<file path="src/rtl/alu_arbiter.sv">
// alu_arbiter: round-robin front end that lets two requesters share one ALU.
// A request is accepted in IDLE, its operands are latched onto the ALU ports,
// and the result (or an error) is handed back to the owner with a done pulse.
// Divide-by-zero is answered without touching the ALU, and a counter bounds
// how long the ALU may take before the operation is aborted with an error.

module alu_arbiter #(
   parameter int IN_SIZE = 4,
   parameter int TIMEOUT = 16
) (
   input  logic                   clk,
   input  logic                   rst,
   input  logic                   req0,
   input  logic                   req1,
   input  logic [1:0]             op0,
   input  logic [1:0]             op1,
   input  logic [IN_SIZE-1:0]     a0,
   input  logic [IN_SIZE-1:0]     b0,
   input  logic [IN_SIZE-1:0]     a1,
   input  logic [IN_SIZE-1:0]     b1,
   output logic                   gnt0,
   output logic                   gnt1,
   output logic                   done0,
   output logic                   done1,
   output logic [2*IN_SIZE-1:0]   res0,
   output logic [2*IN_SIZE-1:0]   res1,
   output logic                   err0,
   output logic                   err1,
   output logic                   busy,
   output logic                   alu_en,
   output logic [1:0]             alu_op,
   output logic [IN_SIZE-1:0]     alu_a,
   output logic [IN_SIZE-1:0]     alu_b,
   input  logic [2*IN_SIZE-1:0]   alu_result,
   input  logic                   alu_valid
);

   localparam int CW = $clog2(TIMEOUT);
   localparam logic [CW-1:0] CNT_LAST = CW'(TIMEOUT - 1);
   localparam logic [1:0] OP_DIV = 2'd3;

   typedef enum logic [1:0] {
      IDLE = 2'd0,
      EXEC = 2'd1,
      RESP = 2'd2
   } state_t;

   state_t              state;
   logic                last;
   logic                owner;
   logic [CW-1:0]       cnt;

   logic                any_req;
   logic                pick;
   logic [1:0]          sel_op;
   logic [IN_SIZE-1:0]  sel_a;
   logic [IN_SIZE-1:0]  sel_b;
   logic                div_zero;

   // Choose the winner of this IDLE cycle: a lone requester wins outright,
   // a tie goes to whichever requester was not served last.
   always_comb begin
      any_req  = req0 | req1;
      pick     = 1'b0;
      if (req0 && req1) begin
         pick = ~last;
      end else if (req1) begin
         pick = 1'b1;
      end
      sel_op   = pick ? op1 : op0;
      sel_a    = pick ? a1  : a0;
      sel_b    = pick ? b1  : b0;
      div_zero = (sel_op == OP_DIV) && (sel_b == '0);
   end

   // Controller FSM; every output is a register so the pulses and ALU port
   // values line up exactly with the state they belong to.
   always_ff @(posedge clk or negedge rst) begin
      if (!rst) begin
         state  <= IDLE;
         last   <= 1'b1;
         owner  <= 1'b0;
         cnt    <= '0;
         gnt0   <= 1'b0;
         gnt1   <= 1'b0;
         done0  <= 1'b0;
         done1  <= 1'b0;
         res0   <= '0;
         res1   <= '0;
         err0   <= 1'b0;
         err1   <= 1'b0;
         busy   <= 1'b0;
         alu_en <= 1'b0;
         alu_op <= '0;
         alu_a  <= '0;
         alu_b  <= '0;
      end else begin
         gnt0  <= 1'b0;
         gnt1  <= 1'b0;
         done0 <= 1'b0;
         done1 <= 1'b0;
         res0  <= '0;
         res1  <= '0;
         err0  <= 1'b0;
         err1  <= 1'b0;

         case (state)
            IDLE: begin
               if (any_req) begin
                  last  <= pick;
                  owner <= pick;
                  gnt0  <= ~pick;
                  gnt1  <= pick;
                  busy  <= 1'b1;
                  cnt   <= '0;
                  if (div_zero) begin
                     state <= RESP;
                     done0 <= ~pick;
                     done1 <= pick;
                     err0  <= ~pick;
                     err1  <= pick;
                  end else begin
                     state  <= EXEC;
                     alu_en <= 1'b1;
                     alu_op <= sel_op;
                     alu_a  <= sel_a;
                     alu_b  <= sel_b;
                  end
               end
            end

            EXEC: begin
               cnt <= cnt + CW'(1);
               if ((cnt != '0) && alu_valid) begin
                  state  <= RESP;
                  alu_en <= 1'b0;
                  alu_op <= '0;
                  alu_a  <= '0;
                  alu_b  <= '0;
                  done0  <= ~owner;
                  done1  <= owner;
                  if (owner) begin
                     res1 <= alu_result;
                  end else begin
                     res0 <= alu_result;
                  end
               end else if (cnt == CNT_LAST) begin
                  state  <= RESP;
                  alu_en <= 1'b0;
                  alu_op <= '0;
                  alu_a  <= '0;
                  alu_b  <= '0;
                  done0  <= ~owner;
                  done1  <= owner;
                  err0   <= ~owner;
                  err1   <= owner;
               end
            end

            RESP: begin
               state <= IDLE;
               busy  <= 1'b0;
            end

            default: begin
               state  <= IDLE;
               busy   <= 1'b0;
               alu_en <= 1'b0;
               alu_op <= '0;
               alu_a  <= '0;
               alu_b  <= '0;
            end
         endcase
      end
   end

endmodule

</file>
<file path="config.mk">
export PLATFORM = sky130hd
export DESIGN_NAME = alu_arbiter
export DESIGN_NICKNAME = d
export VERILOG_FILES = /design/src/rtl/alu_arbiter.sv
export SDC_FILE = /design/constraint.sdc
export NUM_CORES = 1
export LEC_CHECK = 0
export ABC_AREA = 0
export CAP_MARGIN = 25
export CORE_MARGIN = 2
export CORE_UTILIZATION = 45
export CTS_BUF_LIST = sky130_fd_sc_hd__clkbuf_8 sky130_fd_sc_hd__clkbuf_16
export CTS_CLUSTER_SIZE = 24
export DETAILED_ROUTE_END_ITERATION = 12
export GPL_ROUTABILITY_DRIVEN = 0
export GPL_TIMING_DRIVEN = 1
export PLACE_DENSITY = 0.81
export RECOVER_POWER = 50
export SYNTH_ARGS = -nofsm -noshare
export SYNTH_HDL_FRONTEND = slang
export SYNTH_SLANG_ARGS = --single-unit
</file>
<file path="constraint.sdc">
create_clock -name clk -period 3.3 [get_ports clk]
set_input_delay 0.99 -clock clk [delete_from_list [all_inputs] [get_ports clk]]
set_output_delay 0.99 -clock clk [all_outputs]
set_load 0.05 [all_outputs]
</file>
==> impl_metrics.toml, run 1 <==
[status]
status = "finished, final reports clean"

[clocking]
cts_root_buffer = "clkbuf_8"
cts_resized = 0
cts_setup_buffers = 0
cts_tree = "built"
postCtsHoldBufs = 0
clkTransAtPathRegs_ns = 0.07
cts_buffers = 5
clock_latency_ns = 0.29
htreeDepth = 2
clock_sinks = 42
ctsLongestPathBuffers = 2

[routing]
first_pass_iters = 4
ant_nets = 0
vias = 1414
first_iter_violations = 88
wl_um = 3930
drc_errors = 0
wl_per_cell_um = 14.1
vias_per_cell = 5.09

[logic_synthesis]
synth_top_cell_area_share_pct = 55.9
synth_nets = 195
synthArstFlopShare_pct = 100
synth_area_per_cell_um2 = 11.5
yosysUniqueCellTypes = 36
ys_ff_latch = 42
yosys.area.top_type = "dfrtp_1"
synth_area_leaders = "dfrtp_1, mux2i_1, and2_1"
syn_inst = 160
synthFlopType = "dfrtp_1"
synth_edf_count = 0
yosysWarnings = 0
ys_seq_area_share_pct = 57.3
synthesis.area_um2 = 1840

[global_route]
antenna_found_initial = 0
grt_pass1_wl_um = 6580
gr-total-overflow = 0
grt_max_degree = 43
grt_pass1_vias = 1386
grt_use_total_pct = 19.3

[place]
place_hpwl_um = 2930
portBuffers = 66
post-place-cells = 270

[floorplanning]
fp.dieH_um = 67.9
start_util_pct = 46.3
std_cell_rows = 23
core_area_um2 = 3970
die_w_um = 67.9
io_pins = 67
fp.dieArea_um2 = 4610

[power_and_ir_drop]
p_sw_share_pct = 44.2
power_frac_clock_pct = 13.8
vdd_drop_max_mv = 0.703
p_sw_uw = 968
comb_power_share_pct = 50.7
p_per_area_nw_per_um2 = 845
internal-power_mw = 1.22
pwr-share-seq_pct = 35.5
p_leak_nw = 1.18
p_total_mw = 2.19

[final_layout]
nFillCells = 327
final_layout_size_suffix_gt1_share_pct = 5.70
stdcell_count = 278
multi_input_area_um2 = 709
seqCellArea_um2 = 1050
syn2layout_area_growth_pct = 41.0
nets = 262
num_antenna_cells = 0

[timing]
setup_tns_ns = 0
maxSlewHeadroom_pct = 40.6
hold_viol = 0
finalSetupViolCount = 0
max_freq_mhz = 372
skew_ns = 0.00336
rsz0062_at_grt = "false"
worstMarginPinSlew_ns = 0.891
fin_crit_sh_pct = 81.5
final.min_clock_period_ns = 2.69
drv_slew = 0

[hold_path]
hp-class = "reg -> reg"

[worst_setup_path]
cp.required_ns = 3.51
crit_type = "in -> reg"
worstPathMaxFanout = 13
arrival_ns = 2.90
cp-start-kind = "primary input"
cp-end-kind = "register"

[flow_run]
drv_cap = 0
-- through the flow --
stage | cell area [um^2] | hold slack, ns | util [%] | setup slack, ns
final | 2590 | 0.522 | 65.2 | 0.609
after global routing | 2590 | 0.544 | 65.2 | 0.517
after floorplan | 1840 | 0.499 | - | 1.18
after detailed placement | 2510 | 0.504 | 63.3 | 0.496
after CTS | 2590 | 0.524 | 65.3 | 0.792
after global placement | 2510 | 0.504 | 63.3 | 0.591
-- routing by layer --
metal	GRT usage, %	vias to the layer above	share of wire [%]
met2	31.6	23	52
met1	25.6	691	45
met3	4.61	4	2.3
met4	5.75	0	0.71
met5	0	-	0
li1	-	696	-
-- critical path: stages --
cell and delay, ns:
dlygate4sd3_1 0.57, a21bo_1 0.39, and4_1 0.34, nor3_1 0.15, buf_4 0.24, mux2i_1 0.22
-- power by group through the flow --
stage	Clock (mW)	Combinational [mW]	Sequential [mW]
2_1_floorplan	0	0.444	1.12
3_3_place_gp	0	1.10	0.781
3_5_place_dp	0	1.12	0.788
4_1_cts	0.306	1.12	0.779
5_1_grt	0.326	1.20	0.803
6_report	0.302	1.11	0.777
-- synth_stat cells, drive strengths merged (2+ instances only) --
library cell / count
o21ai: 17
inv: 4
nand3: 2
nor3: 4
clkbuf: 4
a22o: 2
nand2: 7
and2: 16
a21oi: 3
nor2: 10
or3: 3
a21o: 4
nor4: 2
ha: 2
o22ai: 4
nand2b: 2
dfrtp: 41
buf: 4
mux2i: 17
-- state kept, by name, indices dropped and copies added (netlist names), 2 cells and up --
name / flops
alu_a: 4
alu_b: 4
alu_op: 2
cnt: 4
res0: 8
res1: 8
state: 2
-- cells in the final DEF, fill, tap and decap left out, drive strengths merged, types with 2 or more instances in the layout --
| cell | synthesis | final |
|---|---|---|
| or3 | 3 | 3 |
| mux2i | 17 | 17 |
| ha | 2 | 2 |
| a21oi | 3 | 3 |
| nor2 | 10 | 10 |
| clkdlybuf4s50 | 0 | 63 |
| nand3 | 2 | 2 |
| nand2b | 2 | 2 |
| a21o | 4 | 4 |
| nand2 | 7 | 7 |
| a22o | 2 | 2 |
| clkbuf | 4 | 5 |
| nor3 | 4 | 4 |
| o22ai | 4 | 4 |
| dlygate4sd3 | 0 | 2 |
| o21ai | 17 | 17 |
| nor4 | 2 | 2 |
| dfrtp | 41 | 41 |
| inv | 4 | 7 |
| and2 | 16 | 16 |
| buf | 4 | 3 |
-- worst paths after layout --
path	start	to	slack [ns]	cells after the start
worst max-delay path	req0	alu_a[3]	0.61	6
worst min-delay path	alu_en	alu_en	0.52	1
worst max register to register	last	alu_en	1.39	5
worst min register to register	alu_en	alu_en	0.52	1
max in group asynchronous	rst	res0[4]	1.92	1
min in group asynchronous	rst	alu_a[1]	0.82	1
-- layout make-up --
| class | count | share of cell area (%) |
|---|---|---|
| clock buffer | 5 | 2.66 |
| clock inverter | 3 | 0.435 |
| inverter | 4 | 0.580 |
| multi-input combinational | 106 | 27.4 |
| sequential | 42 | 40.6 |
| tap | 50 | 2.42 |
| timing repair buffer | 68 | 25.9 |
-- kinds of logic (layout without fill, tap and decap cells) --
group           after synthesis  count (layout)  synth area share, %
buf+inv                      12              80                 3.81
simple gates                 50              50                 15.4
flops                        42              42                 57.3
mux                          18              18                 9.88
compound gates               36              36                 12.3
fa+ha+maj                     2               2                 1.36
(Power assumes the default switching activity.)
==> run 2: changes to the inputs <==
- CORE_UTILIZATION: 45 -> 44
- PLACE_DENSITY: 0.81 -> 0.79
- clock period: 3.3 -> 2.6 ns (I/O delays scaled with it)
==> run 2 against run 1 <==
  * Power is 29% higher
  * Combinational power is 30% higher
  * Cell count is 1.8% higher
  * Clock skew is 0.0084 ns higher
  * Utilization is 0.56 points higher
  * Final area is 1.6% higher
  * Die area is 2.1% higher
==> impl_metrics.toml, run 2 (synthesis results as in run 1) <==
[status]
status = "finished, final reports clean"

[clocking]
cts_resized = 0
cts_setup_buffers = 0
cts_root_buffer = "clkbuf_8"
cts_tree = "built"
clock_latency_ns = 0.29
htreeDepth = 2
clock_sinks = 42
clkTransAtPathRegs_ns = 0.08
ctsLongestPathBuffers = 2
postCtsHoldBufs = 0
cts_buffers = 5

[worst_setup_path]
worst-r2r-setup-slack_ns = 0.73
worstPathMaxFanout = 10
crit_type = "in -> reg"
arrival_ns = 2.62
r2r_start = "state[1]"
rr_endpoint = "state[0]"
ff2ff_path_depth = 4
cp.required_ns = 2.82
cp-end-kind = "register"
cp-start-kind = "primary input"
crit_path_start = "req1"

[place]
place_hpwl_um = 3120
place_area_um2 = 2560
portBuffers = 66
post-place-cells = 275

[final_layout]
stdcell_count = 283
final_cell_mix = "clkdlybuf4s50_1, dfrtp_1, o21ai_0, mux2i_1, and2_1"
utilization_pct = 65.8
num_antenna_cells = 0
top_regs = "res0: 8 flops, res1: 8 flops"
syn2layout_area_growth_pct = 43.3
seqCellArea_um2 = 1050
final_area_um2 = 2630
multi_input_area_um2 = 711
nets = 267
final_layout_size_suffix_gt1_share_pct = 7.30
nFillCells = 319
final_common_cell = "clkdlybuf4s50_1"

[routing]
vias = 1433
wl_per_cell_um = 14.3
vias_per_cell = 5.06
first_pass_iters = 4
wl_um = 4040
drc_errors = 0
first_iter_violations = 41
ant_nets = 0

[power_and_ir_drop]
p_leak_nw = 1.18
vdd_drop_max_mv = 0.732
p_per_area_nw_per_um2 = 1070

[global_route]
grt_use_total_pct = 19.1
grt_pass1_wl_um = 6430
grt_max_degree = 23
antenna_found_initial = 0
gr-total-overflow = 0
grt_pass1_vias = 1386

[timing]
fin_crit_sh_pct = 92.1
hold_viol = 0
rsz0062_at_grt = "false"
finalSetupViolCount = 0
timing.hold.ws_ns = 0.536
setup_tns_ns = 0
worstMarginPinSlew_ns = 1.17
maxSlewHeadroom_pct = 22.1
drv_slew = 0
final.min_clock_period_ns = 2.40
max_freq_mhz = 417
skew_ns = 0.0118

[floorplanning]
std_cell_rows = 23
core_area_um2 = 4000
fp.dieArea_um2 = 4710
die_w_um = 68.6
fp.dieH_um = 68.6
io_pins = 67
start_util_pct = 45.9

[hold_path]
hold-path-endpoint = "last"
min-delay-start = "last"
holdPathStages = 1
hp-class = "reg -> reg"

[flow_run]
drv_cap = 0
[run 2: cell count changes in the layout (fill, tap and decap cells not counted), sizes merged]
cell    before  now
clkbuf       5   10
inv          7    5
clkinv       0    2
[run 2: per-stage QoR]
| step | power, mW | worst slack, ns |
|---|---|---|
| after floorplan | 1.99 | 0.687 |
| after global routing | 3.01 | 0.153 |
| after CTS | 2.87 | 0.343 |
| after detailed placement | 2.46 | 0.105 |
| after global placement | 2.44 | 0.121 |
| final | 2.83 | 0.204 |
[run 2: worst max-delay path by stage]
stage | to | slack [ns] | depth (start not counted)
floorplan | alu_op[1] | 0.69 | 5
global placement | alu_en | 0.12 | 6
detailed placement | alu_en | 0.10 | 6
CTS | alu_b[0] | 0.34 | 1
global route | done0 | 0.15 | 6
finish | state[0] | 0.20 | 6
[run 2: worst max-delay path: stages]
cell	delay, ns
dlygate4sd3_1	0.55
nor2_1	0.08
or3_2	0.42
clkbuf_1	0.23
or3_1	0.43
a21oi_2	0.11
[run 2: metal layers]
| metal | share of wire, % | global-route usage [%] | vias up |
|---|---|---|---|
| li1 | - | - | 703 |
| met1 | 43 | 23.6 | 693 |
| met2 | 50 | 29.6 | 33 |
| met3 | 5.6 | 8.28 | 4 |
| met4 | 1.2 | 6.75 | 0 |
| met5 | 0 | 0 | - |
[run 2: layout make-up]
class,instances,area share [%]
Clock buffer,5,2.62
Inverter,4,0.571
Clock inverter,3,0.666
Tap cell,50,2.38
Timing Repair Buffer,73,26.8
Multi-Input combinational cell,106,27.0
Sequential cell,42,40.0
[run 2: report_power, final]
part	leakage, nW	internal, mW	switching (mW)
registers	0.550	0.847	0.138
clock network	0.0493	0.185	0.214
logic	0.583	0.551	0.889
==> run 3: changes to the inputs <==
- CORE_ASPECT_RATIO: default -> 1.25
- CORE_MARGIN: 2 -> default
- clock period: 2.6 -> 2.4 ns (I/O delays scaled with it)
==> run 3 against run 2 <==
  * Utilization grew 3.5 points
  * Die area shrank 5.7%
  * Critical path depth shrank 5
  * Power grew 14%
  * Hold slack lost 0.0032 ns
  * Largest cell class unchanged
  * Largest power group unchanged
==> impl_metrics.toml, run 3 (synthesis results as in run 1) <==
[flow_run]
drv_cap = 0

[timing]
rsz0062_at_grt = "false"
setup_tns_ns = 0
fin_crit_sh_pct = 92.2
worstMarginPinSlew_ns = 0.967
hold_viol = 0
final.min_clock_period_ns = 2.21
drv_slew = 0
max_freq_mhz = 452
maxSlewHeadroom_pct = 35.5
finalSetupViolCount = 0
skew_ns = 0.00456

[power_and_ir_drop]
p_leak_nw = 1.21
power_frac_clock_pct = 16.9
pwr-share-seq_pct = 33.6
p_total_mw = 3.21
p_sw_mw = 1.38
internal-power_mw = 1.83
p_sw_share_pct = 43.1
comb_power_share_pct = 49.5
vdd_drop_max_mv = 0.732
p_per_area_nw_per_um2 = 1190

[place]
place_hpwl_um = 3270
portBuffers = 66

[floorplanning]
std_cell_rows = 25
die_w_um = 59.8
start_util_pct = 47.4
core_area_um2 = 3880
fp.dieH_um = 74.2
io_pins = 67
fp.dieArea_um2 = 4440

[worst_setup_path]
ff2ff_path_depth = 4
crit_slowest_cell = "clkdlybuf4s50_1"
worstPathMaxFanout = 2
rr_endpoint = "alu_op[0]"
slowest_delay_ns = 0.82
cp-start-kind = "register"
crit_type = "reg -> out"
cp-end-kind = "output pin"
path_buf_inv = 1
arrival_ns = 1.49
r2r_start = "state[1]"
path_delay_family = "buffers and inverters"
worst-r2r-setup-slack_ns = 0.69
cp.required_ns = 1.68
critical_path.cell_chain = "clkdlybuf4s50_1"

[clocking]
ctsLongestPathBuffers = 2
cts_root_buffer = "clkbuf_8"
postCtsHoldBufs = 0
cts_buffers = 5
clock_latency_ns = 0.29
cts_setup_buffers = 0
cts_resized = 0
clock_sinks = 42
clkTransAtPathRegs_ns = 0.08
htreeDepth = 2
cts_tree = "built"

[final_layout]
nFillCells = 329
final_common_cell = "clkdlybuf4s50_1"
num_antenna_cells = 0
final_cell_mix = "clkdlybuf4s50_1, dfrtp_1, o21ai_0, mux2i_1, nor2_1"
final_layout_size_suffix_gt1_share_pct = 10.1
nets = 271
top_regs = "res0: 8 flops, res1: 8 flops"
utilization_pct = 69.3
syn2layout_area_growth_pct = 46.3

[global_route]
gr-total-overflow = 0
grt_pass1_wl_um = 7060
antenna_found_initial = 0
grt_max_degree = 43
grt_pass1_vias = 1540
grt_use_total_pct = 22.1

[routing]
vias = 1505
ant_nets = 0
first_pass_iters = 4
drc_errors = 0
wl_um = 4290
vias_per_cell = 5.17
first_iter_violations = 43
wl_per_cell_um = 14.7

[hold_path]
min-delay-start = "last"
holdPathStages = 1
hp-class = "reg -> reg"
hold-path-endpoint = "last"

[status]
status = "finished, final reports clean"
## run 3: changes by cell type in the layout (fill, tap and decap cells not counted), moves of 2 or more
cell      previous run  this run
and2_0               5         7
clkbuf_4             0         2
buf_4                2         6
and2_1              11         9
clkbuf_1             5         2
## run 3: final cells by class
type	instances	area [um^2]	area share (%)
Timing Repair Buffer	77	728	27.1
Sequential cell	42	1050	39.2
Inverter	4	15.0	0.559
Clock buffer	5	68.8	2.56
Clock inverter	3	41.3	1.54
Multi-Input combinational cell	106	714	26.6
Tap cell	54	67.6	2.51
## run 3: per-layer routing
layer  up-vias  track usage, %  routed length, um
met5         -               0                  0
met4         0            8.79                 72
met3         8            6.96                255
met2        55            40.7               2400
met1       730            22.9               1560
li1        712               -                  -
## run 3: metrics by stage
step | std cells | hold slack [ns] | area (um^2) | setup WS [ns]
after floorplan | 160 | 0.424 | 1840 | 0.547
after global placement | 283 | 0.507 | 2590 | 0.00210
after detailed placement | 283 | 0.517 | 2590 | -0.0519
after CTS | 291 | 0.494 | 2700 | 0.178
after global routing | 291 | 0.549 | 2690 | 0.149
final | 291 | 0.533 | 2690 | 0.188
## run 3: power groups by stage
| stage | registers (mW) | clock network [mW] | logic (mW) |
|---|---|---|---|
| global route | 1.11 | 0.580 | 1.70 |
| floorplan | 1.54 | 0 | 0.610 |
| detailed placement | 1.08 | 0 | 1.61 |
| global placement | 1.08 | 0 | 1.56 |
| CTS | 1.08 | 0.551 | 1.62 |
| finish | 1.08 | 0.543 | 1.59 |
## run 3: worst max path at each step
| stage | start | endpoint | slack, ns | depth (start not counted) |
|---|---|---|---|---|
| global placement | b1[0] | alu_en | 0.002 | 6 |
| detailed placement | b0[1] | alu_en | -0.05 | 6 |
| floorplan | b1[0] | alu_op[1] | 0.55 | 5 |
| finish | alu_b[2] | alu_b[2] | 0.19 | 1 |
| global route | b0[1] | alu_en | 0.15 | 6 |
| CTS | alu_b[2] | alu_b[2] | 0.18 | 1 |
